## src/rtl/hyperram_arbiter.sv

```systemverilog
// hyperram_arbiter: two-client round-robin arbiter and transaction sequencer for the HyperRAM wrapper.
// Defining HRAM_ARB_TIMEOUT_EN adds a read watchdog that aborts RD_WAIT after TIMEOUT_CYCLES without a beat.
module hyperram_arbiter #(
   parameter int unsigned MAX_WORDS      = 512,
   parameter logic [2:0]  LATENCY        = 3'd6,
   parameter int unsigned WR_OVERHEAD    = 64,
   parameter int unsigned TIMEOUT_CYCLES = 4096
) (
   input  logic        clk,
   input  logic        rst_n,
   input  logic        mem_ready_i,
   input  logic        req0_valid_i,
   input  logic        req0_write_i,
   input  logic [31:0] req0_addr_i,
   input  logic [31:0] req0_num_words_i,
   output logic        req0_grant_o,
   input  logic [31:0] req0_wr_data_i,
   input  logic        req0_wr_valid_i,
   output logic        req0_wr_ready_o,
   output logic [31:0] req0_rd_data_o,
   output logic        req0_rd_valid_o,
   output logic        req0_done_o,
   output logic        req0_err_o,
   input  logic        req1_valid_i,
   input  logic        req1_write_i,
   input  logic [31:0] req1_addr_i,
   input  logic [31:0] req1_num_words_i,
   output logic        req1_grant_o,
   input  logic [31:0] req1_wr_data_i,
   input  logic        req1_wr_valid_i,
   output logic        req1_wr_ready_o,
   output logic [31:0] req1_rd_data_o,
   output logic        req1_rd_valid_o,
   output logic        req1_done_o,
   output logic        req1_err_o,
   output logic        ctrl_cs_o,
   output logic [1:0]  ctrl_mode_o,
   output logic [31:0] ctrl_num_words_o,
   output logic [2:0]  ctrl_latency_o,
   output logic [31:0] ctrl_addr_in_o,
   output logic [31:0] ctrl_wr_data_in_o,
   output logic        ctrl_wr_data_valid_o,
   input  logic [31:0] ctrl_rd_data_out_i,
   input  logic        ctrl_rd_data_valid_i
);
   typedef enum logic [2:0] {IDLE, WR_FILL, START, RD_WAIT, WR_DRAIN, DONE} state_t;
   state_t      state_q, state_d;
   logic        owner_q, owner_d, last_q, last_d, write_q, write_d, err_q, err_d;
   logic [31:0] addr_q, addr_d, num_q, num_d, wdat_q, wdat_d;
   logic [32:0] cnt_q, cnt_d;
   logic [1:0]  grant_q, grant_d;
   logic [2:0]  lat_q, lat_d;
   logic        wval_q, wval_d;
   logic        pick, fill_rdy, rd_act, wr_acc, req_write;
   logic [31:0] req_addr, req_num;
   logic [32:0] num_ext, drain_end;
`ifdef HRAM_ARB_TIMEOUT_EN
   localparam logic [31:0] WD_LAST = 32'(TIMEOUT_CYCLES - 2);
   logic [31:0] wdog_q, wdog_d;
`endif
   always_ff @(posedge clk or negedge rst_n) begin
      if (!rst_n) begin
         state_q <= IDLE;
         owner_q <= 1'b0;
         last_q  <= 1'b1;
         write_q <= 1'b0;
         err_q   <= 1'b0;
         addr_q  <= '0;
         num_q   <= '0;
         wdat_q  <= '0;
         cnt_q   <= '0;
         grant_q <= '0;
         lat_q   <= '0;
         wval_q  <= 1'b0;
`ifdef HRAM_ARB_TIMEOUT_EN
         wdog_q  <= '0;
`endif
      end else begin
         state_q <= state_d;
         owner_q <= owner_d;
         last_q  <= last_d;
         write_q <= write_d;
         err_q   <= err_d;
         addr_q  <= addr_d;
         num_q   <= num_d;
         wdat_q  <= wdat_d;
         cnt_q   <= cnt_d;
         grant_q <= grant_d;
         lat_q   <= lat_d;
         wval_q  <= wval_d;
`ifdef HRAM_ARB_TIMEOUT_EN
         wdog_q  <= wdog_d;
`endif
      end
   end
   assign pick      = (req0_valid_i && req1_valid_i) ? !last_q : req1_valid_i;
   assign req_write = pick ? req1_write_i : req0_write_i;
   assign req_addr  = pick ? req1_addr_i : req0_addr_i;
   assign req_num   = pick ? req1_num_words_i : req0_num_words_i;
   assign num_ext   = {1'b0, num_q};
   assign drain_end = num_ext + 33'(WR_OVERHEAD);
   always_comb begin
      state_d = state_q;
      owner_d = owner_q;
      last_d  = last_q;
      write_d = write_q;
      err_d   = err_q;
      addr_d  = addr_q;
      num_d   = num_q;
      cnt_d   = cnt_q;
      lat_d   = lat_q;
      wdat_d  = wdat_q;
      grant_d = 2'b00;
      wval_d  = 1'b0;
`ifdef HRAM_ARB_TIMEOUT_EN
      wdog_d  = wdog_q;
`endif
      case (state_q)
         IDLE: if (mem_ready_i && (req0_valid_i || req1_valid_i)) begin
            owner_d = pick;
            last_d  = pick;
            grant_d = pick ? 2'b10 : 2'b01;
            write_d = req_write;
            addr_d  = req_addr;
            num_d   = req_num;
            lat_d   = LATENCY;
            cnt_d   = '0;
            err_d   = req_num > MAX_WORDS;
            state_d = (req_num == '0 || req_num > MAX_WORDS) ? DONE : (req_write ? WR_FILL : START);
         end
         WR_FILL: begin
            if (wr_acc) begin
               cnt_d  = cnt_q + 33'd1;
               wdat_d = owner_q ? req1_wr_data_i : req0_wr_data_i;
               wval_d = 1'b1;
            end
            // Extra cycle at count == num_words lets the last FIFO push land before the start pulse.
            if (cnt_q == num_ext) state_d = START;
         end
         START: begin
            cnt_d   = '0;
            state_d = write_q ? WR_DRAIN : RD_WAIT;
`ifdef HRAM_ARB_TIMEOUT_EN
            wdog_d  = '0;
`endif
         end
         RD_WAIT: begin
            if (ctrl_rd_data_valid_i) begin
               cnt_d = cnt_q + 33'd1;
               if (cnt_q + 33'd1 == num_ext) state_d = DONE;
            end
`ifdef HRAM_ARB_TIMEOUT_EN
            // DONE lands exactly TIMEOUT_CYCLES cycles after the last beat.
            wdog_d = ctrl_rd_data_valid_i ? '0 : wdog_q + 32'd1;
            if (!ctrl_rd_data_valid_i && wdog_q == WD_LAST) begin
               state_d = DONE;
               err_d   = 1'b1;
            end
`endif
         end
         WR_DRAIN: begin
            cnt_d = cnt_q + 33'd1;
            if (cnt_q + 33'd2 >= drain_end) state_d = DONE;
         end
         DONE: state_d = IDLE;
         default: state_d = IDLE;
      endcase
   end
   always_comb begin
      fill_rdy             = state_q == WR_FILL && cnt_q < num_ext;
      rd_act               = state_q == RD_WAIT;
      wr_acc               = fill_rdy && (owner_q ? req1_wr_valid_i : req0_wr_valid_i);
      req0_grant_o         = grant_q[0];
      req1_grant_o         = grant_q[1];
      req0_wr_ready_o      = fill_rdy && !owner_q;
      req1_wr_ready_o      = fill_rdy && owner_q;
      req0_rd_valid_o      = rd_act && !owner_q && ctrl_rd_data_valid_i;
      req1_rd_valid_o      = rd_act && owner_q && ctrl_rd_data_valid_i;
      req0_rd_data_o       = (rd_act && !owner_q) ? ctrl_rd_data_out_i : '0;
      req1_rd_data_o       = (rd_act && owner_q) ? ctrl_rd_data_out_i : '0;
      req0_done_o          = state_q == DONE && !owner_q;
      req1_done_o          = state_q == DONE && owner_q;
      req0_err_o           = req0_done_o && err_q;
      req1_err_o           = req1_done_o && err_q;
      ctrl_cs_o            = state_q == START;
      ctrl_mode_o          = {1'b0, write_q};
      ctrl_num_words_o     = num_q;
      ctrl_latency_o       = lat_q;
      ctrl_addr_in_o       = addr_q;
      ctrl_wr_data_in_o    = wdat_q;
      ctrl_wr_data_valid_o = wval_q;
   end
endmodule

```

## config.mk

```make
export PLATFORM = sky130hd
export DESIGN_NAME = hyperram_arbiter
export DESIGN_NICKNAME = d
export VERILOG_FILES = /design/src/rtl/hyperram_arbiter.sv
export SDC_FILE = /design/constraint.sdc
export NUM_CORES = 1
export LEC_CHECK = 0
export ABC_CLOCK_PERIOD_IN_PS = 4200
export CORE_AREA = 2 2 162 164
export CTS_CLUSTER_DIAMETER = 120
export DETAILED_ROUTE_END_ITERATION = 8
export DIE_AREA = 0 0 164 166
export MAX_ROUTING_LAYER = met4
export PLACE_DENSITY = 0.88
export SYNTH_ARGS = -nofsm -noshare
export SYNTH_HDL_FRONTEND = slang
export SYNTH_SLANG_ARGS = --single-unit
```

## constraint.sdc

```tcl
create_clock -name clk -period 4.2 [get_ports clk]
set_input_delay 0.84 -clock clk [delete_from_list [all_inputs] [get_ports clk]]
set_output_delay 0.84 -clock clk [all_outputs]
set_load 0.02 [all_outputs]
```

==> impl_metrics.yaml <==
power_and_ir_drop:
  p_int_w: 0.004818
  leakagePower_nw: 6.764
  switching_share_pct: 46.13
  pwr-share-seq_pct: 25.9
  pwr-share-comb_pct: 56.6
  pwr-share-clk_pct: 17.5
  p_switching_w: 0.004126
  vdd_drop_max_uv: 399.2
  powerDensity_nw_per_um2: 564.4
global_routing:
  antenna_found_initial: 5
  grt_pass1_wl_um: 66650
  grt_pass1_vias: 11298
  grt.overflow.total: 0
  grt_usage_pct: 33.22
  grt_max_degree: 136
yosys:
  ys_ff_latch: 140
  ys_seq_area_share_pct: 33.00
  synth.distinct_cells: 52
  yosys.area.top_type: "dfrtp_1"
  syn_area_um2: 10620
  synth-edff-count: 0
  ys.flop_type: "dfrtp_1"
  ys_warn_count: 0
  synthArstFlopShare_pct: 100.0
  syn_avg_cell_area_um2: 8.381
  yosys.area.top_type_share_pct: 32.76
  synthCells: 1267
  synth.area.top_cells: "dfrtp_1, mux2i_1, ha_1, xnor2_1, o21ai_0"
placement:
  dp_slack_ps: 349.5
  io_buffers: 408
  gp_congestion: 1.019
  dp.cells: 1975
  dpl.hpwl_um: 34930
drt:
  viasPerCell: 5.576
  post_drt_wl_per_cell_um: 21.75
  final_antenna_net_count: 0
  firstDrtPassIters: 7
  vias: 11231
  drtIter0Drc: 859
  routed_wl_um: 43800
  drcViolationCount: 0
timing:
  skew_ps: 14.18
  finalCriticalPeriod_ps: 4002
  worst_slack_ps: 197.7
  finalCritPeriodShare_pct: 95.29
  tightest_slew_ps: 1025
  slew_headroom_pct: 31.49
  finalHoldViolations: 0
  max_freq_mhz: 249.9
  slew_viol_final: 0
  setup_viol: 0
  rsz0062_at_grt: "no"
  tns_ps: 0
critical_path:
  r2r-end: "state_q[0]$_DFFE_PN0P_"
  path_buf_inv: 3
  cp.arrival_ps: 3160
  cp_common_cell: "buf_4"
  critical_path_depth: 10
  rrSetupSlack_ps: 270
  end_kind: "primary output"
  cp_top_family: "compound AO/OA/AOI/OAI gates"
  worstSetupPathType: "flop to primary output"
  cp_max_fo: 8
  cpMaxStageDelayCell: "dfrtp_1"
  path_cells: "buf_4 > ha_1 > a21oi_1 > nor2b_1 > o21ai_0 > o211ai_1 > a32o_1 > nor3_1 > buf_4 > dlygate4sd2_1"
  crit_path_start_kind: "flop"
  required_ps: 3360
  max_stage_delay_ps: 500
  r2r_start: "ctrl_num_words_o[9]$_DFFE_PN0P_"
  r2r_cells: 18
floorplan:
  core_region_area_um2: 25620
  initial_utilization_pct: 41.45
  placementRows: 59
  die_x_um: 164
  boundaryPins: 411
  dieArea_um2: 27220
  die_h_um: 166
clocking:
  cts_hold_buf: 0
  cts_root_buffer: "clkbuf_16"
  clock-sinks: 140
  cts.reportedPaths.clkPinSlew_ps: 70
  cts_buffer_depth: 2
  cts_setup_buffers: 0
  cts_tree: "done"
  h-tree-depth: 4
  cts_buffers: 17
  clock_latency_ps: 440
job:
  drv_cap: 0
hold_path:
  hold_class: "input port to async pin"
layout:
  area_growth_pct: 49.22
  layout_commonest_cell: "clkdlybuf4s50_1"
  final_cell_mix: "clkdlybuf4s50_1, dfrtp_1, nand2_1"
  drive_above_1_share_pct: 6.041
  nFillCells: 2129
  finalNonFillerCells: 2014
  nets: 1960
outcome:
  status: "finished, final reports clean"
## routing by layer
metal	vias to the layer above	track usage, %	wire [µm]
met2	490	51.35	20340
met5	-	-	0
li1	5255	-	-
met1	5378	41.64	17810
met4	0	12.28	1752
met3	108	8.841	3898
## cell families (layout without fill, tap and decap cells)
| kind of cell | after synthesis | in the layout | share of synthesized area (%) |
|---|---|---|---|
| fa+ha+maj | 67 | 67 | 7.894 |
| buf+inv | 131 | 535 | 5.102 |
| flops | 140 | 140 | 33.00 |
| mux | 99 | 99 | 9.332 |
| xor+xnor | 107 | 107 | 8.825 |
| compound gates | 262 | 262 | 14.32 |
| other cells | 1 | 9 | 0.03531 |
| simple gates | 460 | 460 | 21.49 |
## cell type report
class	instances	area (µm²)	share of cell area (%)
tap	335	419.2	2.645
antenna	7	17.52	0.1105
inverter	41	153.9	0.9713
clock buffer	17	425.4	2.685
timing repair buffer	462	4504	28.43
sequential	140	3506	22.13
multi-input combinational	997	6629	41.84
clock inverter	15	190.2	1.200
## timing repair
action	in CTS	in global routing
setup endpoints to repair	1	13
pin swaps	0	0
gates resized for setup	1	3
## worst reg2reg max path: stages, from the launching register on
cell	delay [ps]
dfrtp_1	470
inv_1	140
nor3_1	240
nand3_1	220
nor2_1	290
and2_1	240
nand4_1	130
xnor2_1	150
ha_1	290
nand4_1	180
nor4_1	320
buf_4	180
nand2_1	50
a21oi_1	210
a211oi_1	140
o21ai_0	220
buf_4	160
a21oi_1	70
o221ai_1	160
## stage by stage
stage | area, µm² | power, W | utilization, % | hold slack [ps]
after floorplan | 10620 | 0.005008 | - | 444.2
after global placement | 15200 | 0.007235 | 59.34 | 462.8
after detailed placement | 15200 | 0.007340 | 59.34 | 469.2
after CTS | 15810 | 0.008929 | 61.73 | 461.1
after global routing | 15840 | 0.009467 | 61.85 | 491.0
final | 15850 | 0.008944 | 61.86 | 401.0
## cell usage after synthesis (all sizes together), types with 2 or more instances
master / instances
o41ai: 6
and2: 72
buf: 22
o32a: 2
xor2: 30
mux2i: 99
a21o: 17
o21ai: 119
a211oi: 5
o21a: 2
ha: 67
nand4b: 2
nor2b: 9
and3: 3
nor2: 104
a21oi: 69
clkbuf: 68
nand4: 45
a31o: 2
and4: 4
o211ai: 4
nor3: 28
nor4: 24
inv: 41
o31ai: 24
or3: 4
nand2: 123
dfrtp: 139
xnor2: 77
nand2b: 5
a31oi: 3
nand3: 29
or4: 6
## power by group through the flow
stage / registers [W] / clock network [W] / logic [W]
finish: 0.00232 / 0.00156 / 0.00506
global route: 0.00238 / 0.00164 / 0.00544
CTS: 0.00231 / 0.00158 / 0.00504
detailed placement: 0.00232 / 0 / 0.00502
global placement: 0.00230 / 0 / 0.00494
floorplan: 0.00274 / 0 / 0.00227
## worst max-delay path by stage
stage          slack [ps]                              from                endpoint
5_1_grt                40   ctrl_num_words_o[6]$_DFFE_PN0P_         req1_wr_ready_o
2_1_floorplan         570   ctrl_num_words_o[8]$_DFFE_PN0P_  state_q[0]$_DFFE_PN0P_
3_3_place_gp          320  ctrl_num_words_o[18]$_DFFE_PN0P_  state_q[0]$_DFFE_PN0P_
4_1_cts                60              cnt_q[6]$_DFFE_PN0P_         req0_wr_ready_o
3_5_place_dp          350  ctrl_num_words_o[18]$_DFFE_PN0P_  state_q[0]$_DFFE_PN0P_
6_report              200              cnt_q[6]$_DFFE_PN0P_         req1_wr_ready_o
## registers in the layout (all words and copies together), names as in the netlist
register,count
ctrl_wr_data_valid_o,1
state_q,3
grant_q,2
last_q,1
ctrl_num_words_o,32
ctrl_latency_o,1
ctrl_addr_in_o,32
cnt_q,33
ctrl_wr_data_in_o,32
err_q,1
write_q,1
owner_q,1
No activity file was read; power rests on OpenSTA's default activity.
